<file path="config.mk">
export PLATFORM = sky130hd
export DESIGN_NAME = biriscv_icache_arb
export DESIGN_NICKNAME = d
export VERILOG_FILES = /design/src/rtl/biriscv_icache_arb.sv
export SDC_FILE = /design/constraint.sdc
export NUM_CORES = 1
export LEC_CHECK = 0
export ABC_CLOCK_PERIOD_IN_PS = 2100
export CAP_MARGIN = 0
export CORE_AREA = 2 2 97 99
export DETAILED_ROUTE_END_ITERATION = 10
export DIE_AREA = 0 0 99 101
export PLACE_DENSITY = 0.68
export SYNTH_ARGS = -nofsm -noshare
export SYNTH_HDL_FRONTEND = slang
export SYNTH_SLANG_ARGS = --single-unit
</file>
<file path="constraint.sdc">
create_clock -name clk_i -period 2.1 [get_ports clk_i]
set_input_delay 0.315 -clock clk_i [delete_from_list [all_inputs] [get_ports clk_i]]
set_output_delay 0.315 -clock clk_i [all_outputs]
set_load 0.005 [all_outputs]
</file>
<file path="src/rtl/biriscv_icache_arb.sv">
// Icache read-port arbiter: demand fetch (port 0) vs next-line prefetch (port 1), in-order
// response routing via an owner FIFO, and drained flush/invalidate sequencing.
// Optional fairness (forced port-1 grant after a run of port-0 grants): ICACHE_ARB_FAIRNESS_EN.
module biriscv_icache_arb #(
    parameter int OUTSTANDING_W = 1,
    parameter int STARVE_LIMIT  = 4
) (
    input  logic        clk_i,
    input  logic        rst_i,
    input  logic        req0_rd_i,
    input  logic [31:0] req0_pc_i,
    input  logic [1:0]  req0_priv_i,
    output logic        req0_accept_o,
    output logic        req0_valid_o,
    input  logic        req1_rd_i,
    input  logic [31:0] req1_pc_i,
    input  logic [1:0]  req1_priv_i,
    output logic        req1_accept_o,
    output logic        req1_valid_o,
    output logic [63:0] resp_inst_o,
    output logic        resp_error_o,
    output logic        resp_page_fault_o,
    input  logic        flush_req_i,
    input  logic        invalidate_req_i,
    output logic        maint_busy_o,
    output logic        icache_rd_o,
    output logic [31:0] icache_pc_o,
    output logic [1:0]  icache_priv_o,
    input  logic        icache_accept_i,
    input  logic        icache_valid_i,
    input  logic [63:0] icache_inst_i,
    input  logic        icache_error_i,
    input  logic        icache_page_fault_i,
    output logic        icache_flush_o,
    output logic        icache_invalidate_o
);
    localparam int DEPTH = 2 ** OUTSTANDING_W;
    localparam logic [1:0] ST_ARB   = 2'd0;
    localparam logic [1:0] ST_DRAIN = 2'd1;
    localparam logic [1:0] ST_MAINT = 2'd2;
    localparam logic [OUTSTANDING_W-1:0] PTR_ONE = 1;
    localparam logic [OUTSTANDING_W:0]   CNT_ONE = 1;

    logic [1:0]               r_state;
    logic                     r_pend_flush;
    logic                     r_pend_inv;
    logic                     r_lock;
    logic                     r_lock_id;
    logic                     r_owner [DEPTH];
    logic [OUTSTANDING_W-1:0] r_wr_ptr;
    logic [OUTSTANDING_W-1:0] r_rd_ptr;
    logic [OUTSTANDING_W:0]   r_count;

    logic w_maint_req;
    logic w_full;
    logic w_can_issue;
    logic w_force1;
    logic w_pick1;
    logic w_rd;
    logic w_grant;
    logic w_accept;
    logic w_pop;
    logic w_head;

    assign w_maint_req = flush_req_i | invalidate_req_i;
    // Count can only reach DEPTH, so its MSB alone flags a full FIFO.
    assign w_full      = r_count[OUTSTANDING_W];
    assign w_can_issue = (r_state == ST_ARB) & ~w_full & ~w_maint_req & ~r_pend_flush & ~r_pend_inv;
    assign w_pick1     = req1_rd_i & (~req0_rd_i | w_force1);
    assign w_rd        = r_lock | (w_can_issue & (req0_rd_i | req1_rd_i));
    assign w_grant     = r_lock ? r_lock_id : w_pick1;
    assign w_accept    = icache_accept_i & w_rd;
    assign w_pop       = icache_valid_i & (r_count != '0);
    assign w_head      = r_owner[r_rd_ptr];

    assign icache_rd_o   = w_rd;
    assign icache_pc_o   = w_rd ? (w_grant ? req1_pc_i : req0_pc_i) : 32'h0;
    assign icache_priv_o = w_rd ? (w_grant ? req1_priv_i : req0_priv_i) : 2'h0;
    assign req0_accept_o = w_accept & ~w_grant;
    assign req1_accept_o = w_accept & w_grant;

    assign req0_valid_o      = w_pop & ~w_head;
    assign req1_valid_o      = w_pop & w_head;
    assign resp_inst_o       = w_pop ? icache_inst_i : 64'h0;
    assign resp_error_o      = w_pop & icache_error_i;
    assign resp_page_fault_o = w_pop & icache_page_fault_i;

    assign maint_busy_o        = (r_state != ST_ARB) | w_maint_req | r_pend_flush | r_pend_inv;
    assign icache_flush_o      = (r_state == ST_MAINT) & r_pend_flush;
    assign icache_invalidate_o = (r_state == ST_MAINT) & r_pend_inv;

    // Owner storage needs no reset: the pointers define which entries are live.
    always_ff @(posedge clk_i) begin
        if (w_accept) begin
            r_owner[r_wr_ptr] <= w_grant;
        end
    end

    always_ff @(posedge clk_i) begin
        if (rst_i) begin
            r_state      <= ST_ARB;
            r_pend_flush <= 1'b0;
            r_pend_inv   <= 1'b0;
            r_lock       <= 1'b0;
            r_lock_id    <= 1'b0;
            r_wr_ptr     <= '0;
            r_rd_ptr     <= '0;
            r_count      <= '0;
        end else begin
            if (w_accept) begin
                r_wr_ptr <= r_wr_ptr + PTR_ONE;
            end
            if (w_pop) begin
                r_rd_ptr <= r_rd_ptr + PTR_ONE;
            end
            if (w_accept && !w_pop) begin
                r_count <= r_count + CNT_ONE;
            end else if (!w_accept && w_pop) begin
                r_count <= r_count - CNT_ONE;
            end

            // An unaccepted request keeps its winner until the icache takes it.
            if (w_accept) begin
                r_lock <= 1'b0;
            end else if (w_rd && !r_lock) begin
                r_lock    <= 1'b1;
                r_lock_id <= w_grant;
            end

            r_pend_flush <= ((r_state == ST_MAINT) ? 1'b0 : r_pend_flush) | flush_req_i;
            r_pend_inv   <= ((r_state == ST_MAINT) ? 1'b0 : r_pend_inv) | invalidate_req_i;

            case (r_state)
                ST_ARB:   if (w_maint_req || r_pend_flush || r_pend_inv) r_state <= ST_DRAIN;
                ST_DRAIN: if (r_count == '0 && !r_lock) r_state <= ST_MAINT;
                ST_MAINT: r_state <= ST_ARB;
                default:  r_state <= ST_ARB;
            endcase
        end
    end

`ifdef ICACHE_ARB_FAIRNESS_EN
    localparam int SW = $clog2(STARVE_LIMIT + 1);
    localparam logic [SW-1:0] STARVE_MAX = SW'(STARVE_LIMIT);
    localparam logic [SW-1:0] STARVE_ONE = 1;
    logic [SW-1:0] r_starve;

    assign w_force1 = (r_starve >= STARVE_MAX);

    always_ff @(posedge clk_i) begin
        if (rst_i) begin
            r_starve <= '0;
        end else if (!req1_rd_i || req1_accept_o) begin
            r_starve <= '0;
        end else if (req0_accept_o && !w_force1) begin
            r_starve <= r_starve + STARVE_ONE;
        end
    end
`else
    assign w_force1 = 1'b0;
`endif

`ifndef SYNTHESIS
    assert property (@(posedge clk_i) disable iff (rst_i) !(icache_valid_i && (r_count == '0)))
        else $warning("biriscv_icache_arb: icache response with no reads in flight dropped");
`endif
endmodule

</file>
[Word-level counts from Yosys, hierarchy flattened]
Memory sizes are Yosys's and may differ from the RTL's. A register that Yosys moved wholly into a read port is not among the register bits.
Cells that the tools add are included.
Operators by class
  bitwise operators: 32
  equality and inequality tests: 4
  divide/modulo/power cells: 0
  multiplexer cells: 17
  $add $sub $neg: 4
  multipliers: 0
  shift-type cells: 0
  reduce and logical (&&, ||, !) cells: 17
  order comparisons: 0
Operator list (number)
  2-to-1 mux 32 bit: 2
  2-to-1 mux 64 bit: 1
  bitwise AND 1 bit: 16
  2-to-1 mux 2 bit: 6
  NOT 1 bit: 8
  bitwise OR 1 bit: 8
  2-to-1 mux 1 bit: 7
  nonzero test 2 bit: 3
  logical AND 1 bit: 4
  zero test 2 bit: 2
  one-hot mux 2 bit (2 select lines): 1
  AND reduction 2 bit: 2
  zero test 1 bit: 3
  adder 1 bit (second input constant): 2
  adder 2 x 1 -> 2 bit (second input constant): 1
  equality test 2 x 1 -> 1 bit (second input constant): 1
  equality test 2 bit (second input constant): 1
  logical OR 1 bit: 2
  inequality test 2 x 1 -> 1 bit (second input constant): 1
  inequality test 2 bit (second input constant): 1
  OR reduction 2 bit: 1
  subtractor 2 x 1 -> 2 bit (second input constant): 1
Word-level totals
  memories: 1
  latch bits: 0
  logic and storage cells: 83
  memory bits (writable): 2
  ROM bits: 0
  bits in registers: 10
  input port bits: 142
Memory list
  r_owner: depth 2, width 1, read ports 1, clocked after Yosys merged registers in 1, write ports 1, RTL line 49  | logic r_owner [DEPTH];

[Depth between registers and ports, before layout]
Gate-level depths: netlist of run 1.
  depth in word-level cells: 12
  depth in mapped cells: 7
  gate-level depth less buffers: 7

[Worst setup path after synthesis of run 1]
Ideal clock, no wire load.
  path type: register to register
  from: reg r_state[0]
  to: reg r_count[1]
  path buffers: 0
  arrival time: 1.735 ns
  slack: 0.294 ns
  setup time: 0.071 ns
  cell stages (with the launch flop): 7
  data required time: 2.029 ns
  cells stage by stage: dfxtp_1 nor4_4 a31oi_2 nor2b_1 ha_1 or3_1 a21oi_1
Between the ends
  longest elaborated chain between the ends: 11
  elaborated cells on any way between the ends: 13
  classes of those cells: mux (1); bitwise (7); reduce/logical (5)
RTL lines
  start: declaration: RTL line 44  | logic [1:0] r_state;
  start signal: assignment: RTL line 101  | r_state <= ST_ARB;
  start signal: assignment: RTL line 134  | ST_ARB: if (w_maint_req || r_pend_flush || r_pend_inv) r_state <= ST_DRAIN;
  start signal: assignment: RTL line 135  | ST_DRAIN: if (r_count == '0 && !r_lock) r_state <= ST_MAINT;
  zero test 2 bit *: RTL line 68  | assign w_can_issue = (r_state == ST_ARB) & ~w_full & ~w_maint_req & ~r_pend_flush & ~r_pend_inv;
  bitwise AND 1 bit * (4 in a row): RTL line 68
  bitwise AND 1 bit *: RTL line 70  | assign w_rd = r_lock | (w_can_issue & (req0_rd_i | req1_rd_i));
  bitwise OR 1 bit *: RTL line 70
  bitwise AND 1 bit *: RTL line 72  | assign w_accept = icache_accept_i & w_rd;
  zero test 1 bit: RTL line 118  | end else if (!w_accept && w_pop) begin
  logical AND 1 bit: RTL line 118
  nonzero test 2 bit (no source line)
  end signal: assignment: RTL line 117  | r_count <= r_count + CNT_ONE;
  end signal: assignment: RTL line 119  | r_count <= r_count - CNT_ONE;
  end: declaration: RTL line 52  | logic [OUTSTANDING_W:0] r_count;
Mark *: on every way between the ends. The rest lies on a longest branch, timed or not.
A chain may end at the register's enable or synchronous reset.

[Final worst setup path of run 1]
  from: in icache_valid_i
  to: out resp_page_fault_o
Between the ends
  longest elaborated chain between the ends: 2
RTL lines
  start: declaration: RTL line 30  | input logic icache_valid_i,
  bitwise AND 1 bit: RTL line 73  | assign w_pop = icache_valid_i & (r_count != '0);
  bitwise AND 1 bit: RTL line 86  | assign resp_page_fault_o = w_pop & icache_page_fault_i;
  end: declaration: RTL line 22  | output logic resp_page_fault_o,
No other way between the ends.

==> results of run 1 <==
[synthesized netlist by cell type (3+ instances only)]
cell	count	area [µm²]
and3_1	3	18.8
o21ai_1	5	25.0
a21oi_1	38	190
clkbuf_1	12	45.0
nor2_1	13	48.8
dfxtp_1	11	220
inv_1	5	18.8
clkbuf_2	3	15.0
and2_1	68	425
nand3_1	34	170
nand2_1	4	15.0
o21ai_0	30	150
buf_2	8	40.0
buf_1	3	11.3
nor3b_2	3	37.5
[layer usage]
| metal | track usage [%] | vias up | share of wire [%] |
|---|---|---|---|
| li1 | - | 1441 | - |
| met1 | 19.7 | 1353 | 38 |
| met2 | 36.0 | 161 | 52 |
| met3 | 4.37 | 22 | 8.4 |
| met4 | 3.90 | 0 | 2.1 |
| met5 | 0 | - | 0 |
[worst max path at each step]
stage	to	slack [ns]	cells after the start
floorplan	r_count[1]	0.29	6
CTS	icache_pc_o[0]	-0.09	7
global route	icache_pc_o[16]	-0.003	6
detailed placement	icache_pc_o[0]	-0.37	6
global placement	icache_pc_o[31]	-0.33	6
finish	resp_page_fault_o	0.06	5
[power by group]
| group | switching (mW) | internal [mW] |
|---|---|---|
| Sequential | 0.0584 | 0.310 |
| Combinational | 0.594 | 0.969 |
| Clock | 0.0877 | 0.134 |
| Total | 0.740 | 1.41 |
[tightest hold or removal path, stage by stage]
cell	delay, ns
dlygate4sd2_1	0.26
a21oi_1	0.05
nor2_1	0.08
[cell type report]
cell class	instances	area, µm²
Fill cell	873	4350
Timing Repair Buffer	282	2690
Multi-Input combinational cell	223	1450
Sequential cell	13	284
Tap cell	111	139
Clock buffer	4	45.0
Inverter	5	18.8
[cell families after synthesis]
family	share of synthesized area [%]
buf+inv	8.75
compound gates	24.2
fa+ha+maj	0.717
mux	0.573
xor+xnor	1.51
flops	16.1
simple gates	48.2
[metrics by stage]
step,cells,utilization [%]
finish,638,51.5
floorplan,269,-
global route,638,51.5
detailed placement,620,50.1
CTS,639,51.8
global placement,620,50.1
[sequential cells by signal, indices dropped and copies added, names as in the netlist, named ones only]
signal        count
r_owner           2
r_pend_flush      1
r_wr_ptr          1
r_lock_id         1
r_rd_ptr          1
r_state           2
r_pend_inv        1
r_count           2
r_lock            1
[what timing repair did]
item                                    in CTS  in global routing
pin swaps                                    6                  2
endpoints found under the setup margin     107                 39
gates resized for setup                    203                 37
buffers inserted                            11                  2
cloned                                       5                  0
==> metrics.txt, run 1 <==
status=complete, no violations; Top cell by count, worst path=clkdlybuf4s50_1; Final ANT Viol Nets=0; pwr dens=466 nW/µm²; max-slew violation count=0; Placer Congestion=0.788; initial antenna violation count=0; share of cells above drive strength 1=19.9%; H-tree levels=1; Sink Count=13; clock skew=0.00330 ns; I/O Buffers=249; Worst Tran Pin Value=0.289 ns; nets@finish=671; Synthesis Warnings=0; die height=101 µm; sum of buffers and inverters on the critical path=3; final clock period utilization by the worst path=97.1%; P_leak=2.17 nW; CP delay by family, top=buffers and inverters; Layout area overhead=165%; Antenna Diode Count=0; Critical Path RT=1.78 ns; CP cell instances=clkdlybuf4s50_1, o21a_4, buf_16, and2_1, clkdlybuf4s50_1; setup TNS=0 ns; largest net degree at the start of global routing=35; Slew headroom=80.6%; vias in the first global route=2977; achievable frequency=491 MHz; most common cell after layout, fill and taps aside=clkdlybuf4s50_1; post-layout instance area=4620 µm²; WHS=0.506 ns; Setup violations, final=0; clk slew on worst S/H paths=0.06 ns; Inserted Clock Buffers=3; detailed router's first-iteration violation count=39; gr usage total=18.3%; launching point of the worst reg2reg path=r_count[1]; drc violations=0; most frequent cells in the layout=148 x clkdlybuf4s50_1, 68 x and2_1, 67 x dlygate4sd2_1; dpl hpwl=7570 µm; Final Power=2.15 mW; mean number of vias per cell=4.67; Crit path largest cell delay=0.50 ns; FF-to-FF setup slack=0.14 ns; Worst Setup SP=icache_valid_i; max-cap violation count=0; synthesized area per cell=6.49 µm²; final wirelength=10100 µm; total die area=10000 µm²; crit path max fanout=15; GRT overflow=0; post-DR wirelength/cell=15.9 µm; Worst Reg-to-Reg Cells=8; Post-synth EDFFs=2; router iterations before antenna repair=4; register area share after synthesis=16.1%; Clk Latency, worst-skew pair=0.24 ns; top_reg_cell synth=dfxtp_1; Synth cell types=38; Root Driver=clkbuf_8; ys async rst share=0%; Worst R2R End=r_count[1]; Cell Area, Placed=4490 µm²; io pins=250; worst setup path class=in -> out; final worst setup slack=0.0616 ns; Slowest cell on crit path=clkdlybuf4s50_1; vias=2977; Rows=35; Fin. Hold Viols=0; CP Launch Type=input pin; CTS tree=done; Min-Delay Path Class=in -> reg; CTS max path bufs=2; Hold Buf Count CTS=0; synthesis-stage register bit count=13; hold endpoint=r_pend_inv; post-synthesis cell count=269; worst slack, placed=-0.366 ns; Initial Utilization=19.4%; hold_sp=invalidate_req_i; global-route wire length before repair=14900 µm; WHS Path Cells=3; mapped cell area=1750 µm²; syn_nets=412; crit path time final=2.04 ns; Critical Path AT=1.72 ns; die width=99 µm; worst-case vdd ir drop=0.267 mV; kind of end point of the critical path=output pin; core area=8980 µm²
Power figures use the tool's default switching activity.
==> run 2: changes to the inputs <==
--- a/constraint.sdc
+++ b/constraint.sdc
@@ -3,2 +3,2 @@
 set_output_delay 0.315 -clock clk_i [all_outputs]
-set_load 0.005 [all_outputs]
+set_load 0.1 [all_outputs]
==> metrics.txt, run 2 (synthesis results as in run 1) <==
Rows=35; H-tree levels=1; Slowest cell on crit path=dfxtp_2; final wirelength=10700 µm; Worst Tran Pin Value=0.431 ns; WHS Path Cells=3; Critical Path AT=1.79 ns; worst setup path class=reg -> out; GRT overflow=0; die width=99 µm; Min-Delay Path Class=in -> reg; Initial Utilization=19.4%; Root Driver=clkbuf_8; Worst Reg-to-Reg Cells=8; crit path time final=2.10 ns; failing checks=negative setup slack; I/O Buffers=249; clk slew on worst S/H paths=0.06 ns; Clk Latency, worst-skew pair=0.24 ns; kind of end point of the critical path=output pin; CTS tree=done; worst-case vdd ir drop=0.651 mV; share of cells above drive strength 1=35.9%; die height=101 µm; P_leak=2.33 nW; initial antenna violation count=0; nets@finish=668; Antenna Diode Count=0; io pins=250; clock skew=0.000644 ns; total die area=10000 µm²; max-cap violation count=0; Crit path largest cell delay=0.34 ns; CP Launch Type=register; Final Power=4.97 mW; Post-Layout Cell Count=635; gr usage total=20.5%; post-DR wirelength/cell=16.9 µm; RSZ-0062 raised after global routing=true; dpl cells=617; final core utilization=67.4%; router iterations before antenna repair=4; mean number of vias per cell=4.76; Layout area overhead=247%; worst slack, placed=-0.305 ns; WHS=0.471 ns; detailed router's first-iteration violation count=85; CP cell instances=nor4_4, buf_4, a31oi_4, buf_12, buf_16, a21oi_4, buf_12; Inserted Clock Buffers=3; core area=8980 µm²; vias=3023; largest net degree at the start of global routing=47; drc violations=0; Slew headroom=70.9%; vias in the first global route=3124; Placer Congestion=0.859; status=finished with violations; CTS max path bufs=2; achievable frequency=476 MHz; Top cell by count, worst path=buf_12; most frequent cells in the layout=137 x clkdlybuf4s50_1, 116 x buf_12, 68 x and2_1; pwr dens=821 nW/µm²; global-route wire length before repair=16300 µm; dpl hpwl=8610 µm; biggest regs=r_count x2, r_owner x2, r_state x2; max-slew violation count=0; Setup violations, final=1; Final ANT Viol Nets=0; crit path max fanout=6; most common cell after layout, fill and taps aside=clkdlybuf4s50_1; Fin. Hold Viols=0; Critical Path RT=1.78 ns; final worst setup slack=-0.00188 ns; final clock period utilization by the worst path=100%; Sink Count=13
[run 2: layout make-up]
class | count | area, µm²
Sequential cell | 13 | 285
Multi-Input combinational cell | 223 | 1590
Timing Repair Buffer | 279 | 3980
Fill cell | 685 | 2930
Tap cell | 111 | 139
Clock buffer | 4 | 45.0
Inverter | 5 | 18.8
[run 2: power breakdown]
part           internal, mW  switching, mW  leakage [nW]
Combinational          1.64           2.74          2.20
Clock                 0.134         0.0895        0.0228
Sequential            0.312         0.0572         0.110
Total                  2.08           2.88          2.33
[run 2: final timing paths]
check	slack, ns	from	endpoint
hold reg to reg	0.55	r_rd_ptr	register
setup reg to reg	0.08	r_state[1]	r_count[1]
setup / recovery	-0.002	r_state[1]	icache_pc_o[2]
hold / removal	0.47	invalidate_req_i	r_pend_inv
[run 2: metal layers]
metal	track usage [%]	part of all wire [%]
met5	0	0
met4	7.17	3.1
met3	6.10	9.2
met2	39.8	54
met1	20.5	34
[run 2: metrics by stage]
stage	TNS (ns)	instance area, µm²
2_1_floorplan	-4.51	1960
3_3_place_gp	-6.70	5750
3_5_place_dp	-9.01	5750
4_1_cts	-0.238	6040
5_1_grt	-2.08	6050
6_report	-0.00188	6050
[run 2: worst max-delay path: cells and delay by family (launching register included)]
kind            cells  cell delay, ns
compound gates      2            0.29
buf+inv             4            0.68
flops               1            0.34
simple gates        1            0.23
[run 2: timing repair]
action | in CTS | in global routing
buffers inserted | 9 | 1
gates cloned | 4 | 0
pin swaps | 10 | 2
hold buffers | 0 | 0
setup endpoints to repair | 37 | 37
gates resized for setup | 20 | 2
==> run 3: changes to the inputs <==
Settings changed: PLACE_DENSITY 0.68 to 0.66.
==> metrics.txt, run 3 (synthesis results as in run 1) <==
share of cells above drive strength 1=35.4%; die width=99 µm; vias in the first global route=3043; vias=2966; dpl hpwl=8970 µm; crit path time final=2.09 ns; H-tree levels=1; Post-Layout Cell Count=631; final-layout fill cell count=654; post-layout instance area=6080 µm²; final wirelength=10800 µm; Cell Area, Placed=5740 µm²; Placer Congestion=0.853; Setup violations, final=0; I/O Buffers=249; Layout area overhead=248%; max-slew violation count=0; max-cap violation count=0; crit path max fanout=5; CTS max path bufs=2; P_leak=2.32 nW; CTS tree=done; router iterations before antenna repair=6; most common cell after layout, fill and taps aside=clkdlybuf4s50_1; clock skew=0.000960 ns; Worst Tran Pin Value=0.436 ns; post-DR wirelength/cell=17.1 µm; Final Power=4.98 mW; pwr dens=818 nW/µm²; worst-case vdd ir drop=0.623 mV; dpl cells=619; CP Launch Type=register; final clock period utilization by the worst path=99.7%; core area=8980 µm²; clk slew on worst S/H paths=0.05 ns; Slew headroom=70.6%; worst setup path class=reg -> out; io pins=250; nets@finish=664; most frequent cells in the layout=137 x clkdlybuf4s50_1, 113 x buf_12, 68 x and2_1; Hold Buf Count CTS=0; final core utilization=67.7%; Final ANT Viol Nets=0; Initial Utilization=19.4%; largest net degree at the start of global routing=49; biggest regs=r_count x2, r_owner x2, r_state x2; die height=101 µm; Root Driver=clkbuf_8; global-route wire length before repair=15800 µm; kind of end point of the critical path=output pin; gr usage total=20.0%; Fin. Hold Viols=0; Inserted Clock Buffers=3; Rows=35; GRT overflow=0; detailed router's first-iteration violation count=91; RSZ-0062 raised after global routing=true; Antenna Diode Count=0; Critical Path RT=1.78 ns; Min-Delay Path Class=in -> reg; initial antenna violation count=0; mean number of vias per cell=4.70; achievable frequency=478 MHz; total die area=10000 µm²; status=complete, no violations; Clk Latency, worst-skew pair=0.24 ns; Critical Path AT=1.78 ns; Sink Count=13; drc violations=0
[run 3: cell count changes in the layout (fill, tap and decap cells not counted), sizes merged]
cell    previous run  this run
buf              138       133
bufbuf             0         1
[run 3: path summary, 6_finish.rpt]
kind / from / to / slack (ns) / depth (start not counted)
worst max-delay path: r_state[1] / req1_accept_o / 0.007 / 6
worst max register to register: r_count[1] / r_count[1] / 0.16 / 7
worst min-delay path: invalidate_req_i / r_pend_inv / 0.47 / 3
worst min register to register: r_rd_ptr / register / 0.51 / 2
[run 3: cell type report]
class	count	area [µm²]	area share, %
clock buffers	4	45.0	0.741
well taps	111	139	2.28
repair buffers	275	3900	64.2
flip-flops and latches	13	283	4.65
multi-input cells	223	1690	27.8
inverters	5	18.8	0.309
[run 3: what timing repair did]
| action | in CTS | in global routing |
|---|---|---|
| gates resized for setup | 17 | 20 |
| buffers inserted | 4 | 1 |
| hold endpoints to repair | 0 | 0 |
| gates cloned | 3 | 0 |
| pin swaps | 4 | 3 |
| setup endpoints to repair | 38 | 28 |
[run 3: per-stage QoR]
| step | setup slack, ns | setup TNS (ns) | hold WS (ns) |
|---|---|---|---|
| floorplan | -0.183 | -4.51 | 0.432 |
| global placement | -0.225 | -6.90 | 0.496 |
| detailed placement | -0.299 | -8.34 | 0.498 |
| CTS | -0.0394 | -0.0501 | 0.502 |
| global route | -0.0839 | -1.44 | 0.491 |
| finish | 0.00694 | 0 | 0.467 |
[run 3: per-layer routing]
layer	track usage [%]	wire length, µm
met4	4.74	215
met1	19.9	3610
met2	39.5	5970
met5	0	0
met3	6.66	988
[run 3: power breakdown]
group	total, mW	internal [mW]	switching (mW)	leakage, nW
clock	0.222	0.134	0.0879	0.0228
combinational	4.39	1.64	2.76	2.19
sequential	0.362	0.309	0.0529	0.109
total	4.98	2.08	2.90	2.32
[run 3: worst max-delay path, stage by stage (launching register included)]
cell and delay (ns):
dfxtp_2 0.34, nor4_4 0.33, a31oi_4 0.17, buf_6 0.15, buf_12 0.13, nor3b_4 0.21
buf_12 0.20
